### src/rtl/swc_rtu_rsp_buffer.sv
// -----------------------------------------------------------------------------
// swc_rtu_rsp_buffer
//
// Per-port FIFO buffering of routing table unit (RTU) responses on their way
// to the switch core input blocks. Each port owns an independent FIFO holding
// {destination mask, drop flag, priority}. The RTU can therefore hand over a
// decision before the input block is ready to consume it. Entries pass through
// unmodified and in strict FIFO order per port. Entries with drop=1 are
// forwarded like any other entry.
//
// Parameters
//   g_num_ports  : number of switch ports N (1..32)
//   g_prio_width : priority field width P
//   g_depth      : entries per port FIFO (power of two, >= 2)
//   g_cnt_width  : width of the optional stall statistics counters
//
// Ports
//   clk_i                 in   1     system clock, rising edge
//   rst_n_i               in   1     asynchronous active-low reset
//   rtu_rsp_valid_i       in   N     per-port response valid from RTU
//   rtu_rsp_ack_o         out  N     per-port accept (valid & not full)
//   rtu_dst_port_mask_i   in   N*N   port i mask at [i*N +: N]
//   rtu_drop_i            in   N     per-port drop flag
//   rtu_prio_i            in   N*P   port i priority at [i*P +: P]
//   core_rsp_valid_o      out  N     per-port FIFO non-empty
//   core_rsp_ack_i        in   N     core pops head when valid_o & ack_i
//   core_dst_port_mask_o  out  N*N   head mask, same packing as input
//   core_drop_o           out  N     head drop flag
//   core_prio_o           out  N*P   head priority, same packing as input
//   stat_port_i           in   clog2(N) (min 1)  statistics port select
//   stat_clr_i            in   1     clear all statistics counters
//   stat_cnt_o            out  g_cnt_width  registered stall count of the
//                                    selected port (0 if select >= N)
//
// Compile-time option
//   SWC_RTU_RSP_STATS_EN : when defined, a saturating stall counter per port
//                          counts cycles in which the RTU offers a response to
//                          a full FIFO. When undefined, no counters exist,
//                          stat_cnt_o is tied to 0 and the stat inputs are
//                          ignored. FIFO behaviour is the same in both builds.
// -----------------------------------------------------------------------------
module swc_rtu_rsp_buffer #(
  parameter int g_num_ports  = 7,
  parameter int g_prio_width = 3,
  parameter int g_depth      = 4,
  parameter int g_cnt_width  = 16
) (
  input  logic                                             clk_i,
  input  logic                                             rst_n_i,

  input  logic [g_num_ports-1:0]                           rtu_rsp_valid_i,
  output logic [g_num_ports-1:0]                           rtu_rsp_ack_o,
  input  logic [g_num_ports*g_num_ports-1:0]               rtu_dst_port_mask_i,
  input  logic [g_num_ports-1:0]                           rtu_drop_i,
  input  logic [g_num_ports*g_prio_width-1:0]              rtu_prio_i,

  output logic [g_num_ports-1:0]                           core_rsp_valid_o,
  input  logic [g_num_ports-1:0]                           core_rsp_ack_i,
  output logic [g_num_ports*g_num_ports-1:0]               core_dst_port_mask_o,
  output logic [g_num_ports-1:0]                           core_drop_o,
  output logic [g_num_ports*g_prio_width-1:0]              core_prio_o,

  input  logic [((g_num_ports > 1) ? $clog2(g_num_ports) : 1)-1:0] stat_port_i,
  input  logic                                             stat_clr_i,
  output logic [g_cnt_width-1:0]                           stat_cnt_o
);

  localparam int c_sel_width   = (g_num_ports > 1) ? $clog2(g_num_ports) : 1;
  localparam int c_ptr_width   = $clog2(g_depth);
  localparam int c_occ_width   = c_ptr_width + 1;
  localparam int c_entry_width = g_num_ports + 1 + g_prio_width;

  // Per-port full flag, shared between the channels and the statistics block.
  logic [g_num_ports-1:0] w_full;

  // ---------------------------------------------------------------------------
  // FIFO channels, one per port, completely independent of each other.
  // Entry layout: {mask[N-1:0], drop, prio[P-1:0]}.
  // ---------------------------------------------------------------------------
  for (genvar gp = 0; gp < g_num_ports; gp++) begin : g_chan
    logic [c_entry_width-1:0] r_mem [g_depth];
    logic [c_ptr_width-1:0]   r_wptr;
    logic [c_ptr_width-1:0]   r_rptr;
    logic [c_occ_width-1:0]   r_count;

    logic                     w_empty;
    logic                     w_push;
    logic                     w_pop;
    logic [c_entry_width-1:0] w_wr_entry;
    logic [c_entry_width-1:0] w_head;

    // Full and accept depend only on the registered count. A pop in the same
    // cycle does not free a slot for a push, so there is no combinational
    // path from core_rsp_ack_i to rtu_rsp_ack_o.
    assign w_full[gp] = (r_count == c_occ_width'(g_depth));
    assign w_empty    = (r_count == '0);
    assign w_push     = rtu_rsp_valid_i[gp] & ~w_full[gp];
    assign w_pop      = core_rsp_ack_i[gp] & ~w_empty;

    assign w_wr_entry = {rtu_dst_port_mask_i[gp*g_num_ports +: g_num_ports],
                         rtu_drop_i[gp],
                         rtu_prio_i[gp*g_prio_width +: g_prio_width]};

    // Storage is reset as well. This makes the head outputs read 0 after
    // reset. It also ensures that entries queued before a mid-operation
    // reset can never resurface.
    always_ff @(posedge clk_i or negedge rst_n_i) begin
      if (!rst_n_i) begin
        for (int e = 0; e < g_depth; e++) begin
          r_mem[e] <= '0;
        end
        r_wptr  <= '0;
        r_rptr  <= '0;
        r_count <= '0;
      end else begin
        if (w_push) begin
          r_mem[r_wptr] <= w_wr_entry;
          r_wptr        <= r_wptr + 1'b1;
        end
        if (w_pop) begin
          r_rptr <= r_rptr + 1'b1;
        end
        case ({w_push, w_pop})
          2'b10:   r_count <= r_count + 1'b1;
          2'b01:   r_count <= r_count - 1'b1;
          default: r_count <= r_count;
        endcase
      end
    end

    // The head is read straight from storage. A newly written entry becomes
    // visible one cycle after acceptance because there is no write-to-read
    // bypass.
    assign w_head = r_mem[r_rptr];

    assign rtu_rsp_ack_o[gp]    = w_push;
    assign core_rsp_valid_o[gp] = ~w_empty;
    assign core_dst_port_mask_o[gp*g_num_ports +: g_num_ports] =
      w_head[c_entry_width-1 -: g_num_ports];
    assign core_drop_o[gp] = w_head[g_prio_width];
    assign core_prio_o[gp*g_prio_width +: g_prio_width] =
      w_head[g_prio_width-1:0];
  end

  // ---------------------------------------------------------------------------
  // Optional stall statistics
  // ---------------------------------------------------------------------------
`ifdef SWC_RTU_RSP_STATS_EN
  logic [g_cnt_width-1:0] r_stall_cnt [g_num_ports];
  logic [g_cnt_width-1:0] w_sel_cnt;
  logic [g_cnt_width-1:0] r_stat_cnt;

  // A stall is a cycle in which the RTU offers a response but the FIFO is
  // full. Counters saturate at all-ones. Clear takes priority over increment.
  always_ff @(posedge clk_i or negedge rst_n_i) begin
    if (!rst_n_i) begin
      for (int i = 0; i < g_num_ports; i++) begin
        r_stall_cnt[i] <= '0;
      end
    end else begin
      for (int i = 0; i < g_num_ports; i++) begin
        if (stat_clr_i) begin
          r_stall_cnt[i] <= '0;
        end else if (rtu_rsp_valid_i[i] && w_full[i] && !(&r_stall_cnt[i])) begin
          r_stall_cnt[i] <= r_stall_cnt[i] + 1'b1;
        end
      end
    end
  end

  // A compare-based mux, so that selects >= N fall through to 0 without
  // indexing past the counter array.
  always_comb begin
    w_sel_cnt = '0;
    for (int i = 0; i < g_num_ports; i++) begin
      if (stat_port_i == c_sel_width'(i)) begin
        w_sel_cnt = r_stall_cnt[i];
      end
    end
  end

  always_ff @(posedge clk_i or negedge rst_n_i) begin
    if (!rst_n_i) begin
      r_stat_cnt <= '0;
    end else begin
      r_stat_cnt <= w_sel_cnt;
    end
  end

  assign stat_cnt_o = r_stat_cnt;
`else
  // Statistics are not built. The select and clear inputs have no function.
  logic w_unused_stat;
  assign w_unused_stat = ^{stat_port_i, stat_clr_i};
  assign stat_cnt_o    = '0;
`endif

endmodule
### config.mk
export PLATFORM = sky130hd
export DESIGN_NAME = swc_rtu_rsp_buffer
export DESIGN_NICKNAME = d
export VERILOG_FILES = /design/src/rtl/swc_rtu_rsp_buffer.sv
export SDC_FILE = /design/constraint.sdc
export NUM_CORES = 1
export LEC_CHECK = 0
export ABC_AREA = 1
export CORE_MARGIN = 4
export CORE_UTILIZATION = 45
export DETAILED_ROUTE_END_ITERATION = 10
export GPL_TIMING_DRIVEN = 0
export PLACE_DENSITY_LB_ADDON = 0.25
export SLEW_MARGIN = 20
export SYNTH_ARGS = -nofsm -noshare
export SYNTH_HDL_FRONTEND = slang
export SYNTH_SLANG_ARGS = --single-unit
### constraint.sdc
create_clock -name clk_i -period 1.7 [get_ports clk_i]
set_input_delay 0.255 -clock clk_i [delete_from_list [all_inputs] [get_ports clk_i]]
set_output_delay 0.255 -clock clk_i [all_outputs]
set_load 0.01 [all_outputs]
==> impl_metrics.tcl <==
set metrics [dict create \
    status "finished, violations left" \
    violations "negative setup slack" \
    pin_count 204 \
    dr_total_vias 18000 \
    synth_seq_area_share_pct 48.4 \
    synth_area_leaders "dfrtp_1, nand2_1, nand4_1, o21ai_0, nor2_1" \
    ys_types 23 \
    synth_area_per_cell_sq_um 8.02 \
    maxCapViolCount 0 \
    track_usage_pct 24.1 \
    layout_setup_ws_ns -0.277 \
    slew_viol_final 0 \
    drive_gt1_share_pct 30.2 \
    wl_per_cell_um 17.6 \
    drt_iter0_drc 1444 \
    path_max_fanout 7 \
    synth-edff-count 0 \
    via_per_inst 5.57 \
    grt_overflow 0 \
    synth_flop_cell "dfrtp_1" \
    worst-endpoint-arrival_ns 1.72 \
    yosysMostFrequentCell "nand2_1" \
    ys.warnings.count 0 \
    grt_max_degree 95 \
    fillers 3272 \
    initial_core_util_pct 46.0 \
    cts_tree "yes" \
    skew_ns 0.0163 \
    ir_worst_vdd_uv 1150 \
    fmaxAchievable_mhz 506 \
    rows 73 \
    syn-cell-area_sq_um 18400 \
    ant_nets 0 \
    htree_num_levels 2 \
    root_buffer "clkbuf_16" \
    total_leakage_power_nw 12.6 \
    synth_top_area_cell "dfrtp_1" \
    fin_area_sq_um 25700 \
    cp-end-kind "output port" \
    hold_violations 0 \
    tightest_slew_ns 0.516 \
    synthArstFlopShare_pct 100 \
    place_area_sq_um 21200 \
    dieArea_sq_um 44300 \
    synth_top_area_share_pct 48.4 \
    stdcell_count 3229 \
    final_nets 2811 \
    min_period_ns 1.98 \
    clk_latency_ns 0.55 \
    clk_pin_slew_ns 0.06 \
    cp-start-kind "flop" \
    grt_pass1_wl_um 89500 \
    core_area_sq_um 40100 \
    netlist_instances 2299 \
    setup_violations 93 \
    fp.dieW_um 210 \
    hold_path_class "in -> async" \
    areaGrowthSynthToFinish_pct 39.5 \
    netlist_top_cells_count "nand2_1, dfrtp_1, nand4_1" \
    criticalPathCategory "reg -> out" \
    routabilityCongestion 0.893 \
    placed_cells 3026 \
    dpl.hpwl_um 36600 \
    dr.pass1.iters 6 \
    max_slew_margin_pct 65.6 \
    route.detailed.drc 0 \
    die_y_um 210 \
    rsz0062_at_grt "true" \
    antenna_found_initial 3 \
    yosys_register_bits 357 \
    routed_wl_um 56700 \
    p_per_area_nw_per_um2 2100 \
    required_ns 1.44 \
    cts_made_buffers 42 \
    io_buffers 183 \
    fin_crit_sh_pct 116 \
    max-clock-path-buffers 3 \
    cts_num_sinks 357 \
    grt_pass1_vias 17200 \
]
final timing paths:
check | slack [ns] | cells past startpoint | endpoint | start
worst max-delay path | -0.28 | 6 | core_dst_port_mask_o[25] | g_chan[3].r_rptr[0]$_DFFE_PN0P_
worst min-delay path | 0.24 | 2 | g_chan[0].r_wptr[0]$_DFFE_PN0P_ | rst_n_i
worst max register to register | -0.07 | 11 | g_chan[1].r_count[2]$_DFFE_PN0P_ | g_chan[1].r_count[0]$_DFFE_PN0P_
worst min register to register | 0.47 | 2 | g_chan[0].r_mem[25]$_DFFE_PN0P_ | g_chan[0].r_mem[25]$_DFFE_PN0P_
max in group asynchronous | 0.32 | 4 | g_chan[5].r_count[2]$_DFFE_PN0P_ | rst_n_i
min in group clk_i | 0.34 | 3 | g_chan[5].r_rptr[0]$_DFFE_PN0P_ | core_rsp_ack_i[5]
final cells by class:
class,instances,area (sq um),share of cell area [%]
Antenna cell,3,7.51,0.0292
Buffer,184,1650,6.40
Clock buffer,64,1250,4.88
Clock inverter,9,101,0.394
Inverter,84,430,1.67
Multi-Input combinational cell,1675,9690,37.7
Sequential cell,357,8930,34.7
Tap cell,525,657,2.55
Timing Repair Buffer,328,3010,11.7
power by group:
part | total, mW | internal (mW) | switching, mW
logic | 29.5 | 13.0 | 16.5
registers | 15.6 | 12.5 | 3.07
clock network | 8.97 | 5.37 | 3.60
total | 54.0 | 30.8 | 23.2
sequential cells by signal, indices dropped and copies added, names as in the netlist:
| signal | cells |
|---|---|
| g_chan.r_wptr | 14 |
| g_chan.r_count | 21 |
| g_chan.r_rptr | 14 |
| g_chan.r_mem | 308 |
cell usage in the layout (no fill, tap or decap), types with 13 or more instances in the layout:
cell type / n
ha_1: 28
o21ai_4: 23
clkdlybuf4s50_1: 91
buf_8: 27
nand4_1: 315
inv_1: 47
nand2_2: 27
buf_4: 134
inv_4: 15
buf_2: 118
nor2_2: 55
dfrtp_1: 357
o21ai_0: 29
clkbuf_16: 50
o21ai_2: 91
nand3_1: 52
clkbuf_8: 15
buf_1: 23
nor2_4: 93
conb_1: 16
nand2_1: 722
o21ai_1: 95
buf_12: 13
nor2_1: 90
buf_6: 79
per-layer routing:
metal | vias up | track usage, % | routed length (um)
met4 | 0 | 8.34 | 1710
met1 | 8761 | 33.5 | 23700
met5 | - | 0 | 0
li1 | 8428 | - | -
met2 | 669 | 39.0 | 27700
met3 | 116 | 3.36 | 3600
what timing repair did:
action | 4_1_cts | 5_1_grt
pin swaps | 113 | 149
gates cloned | 19 | 7
resized for setup | 898 | 369
buffers inserted | 67 | 47
endpoints found under the setup margin | 105 | 104
endpoints found under the hold margin | 52 | 0
hold buffers | 1 | 0
kinds of logic after synthesis:
family          Yosys count  synth area share [%]
xor+xnor                  7                 0.332
compound gates          238                  6.46
buf+inv                 282                  8.74
simple gates           1372                  32.9
other cells               1                0.0203
flops                   357                  48.4
fa+ha+maj                42                  3.13
worst max-delay path, cell delays in order (launching register included):
cell	delay (ns)
dfrtp_1	0.36
buf_8	0.17
clkinv_8	0.09
buf_12	0.14
o21ai_4	0.15
o21ai_2	0.10
buf_2	0.15
metrics by stage:
| step | setup WS, ns | hold slack, ns | utilization, % | setup TNS, ns | power (mW) |
|---|---|---|---|---|---|
| 2_1_floorplan | -0.0227 | -0.0406 | - | -0.0253 | 28.0 |
| 3_3_place_gp | -15.62 | 0.448 | 52.7 | -5592.69 | 36.0 |
| 3_5_place_dp | -0.530 | 0.231 | 52.9 | -33.79 | 36.6 |
| 4_1_cts | -0.293 | 0.228 | 60.2 | -22.35 | 49.6 |
| 5_1_grt | -0.376 | 0.277 | 64.2 | -24.87 | 57.8 |
| 6_report | -0.277 | 0.243 | 64.2 | -17.52 | 54.0 |
Note: power is estimated with default switching activity, not from simulation.
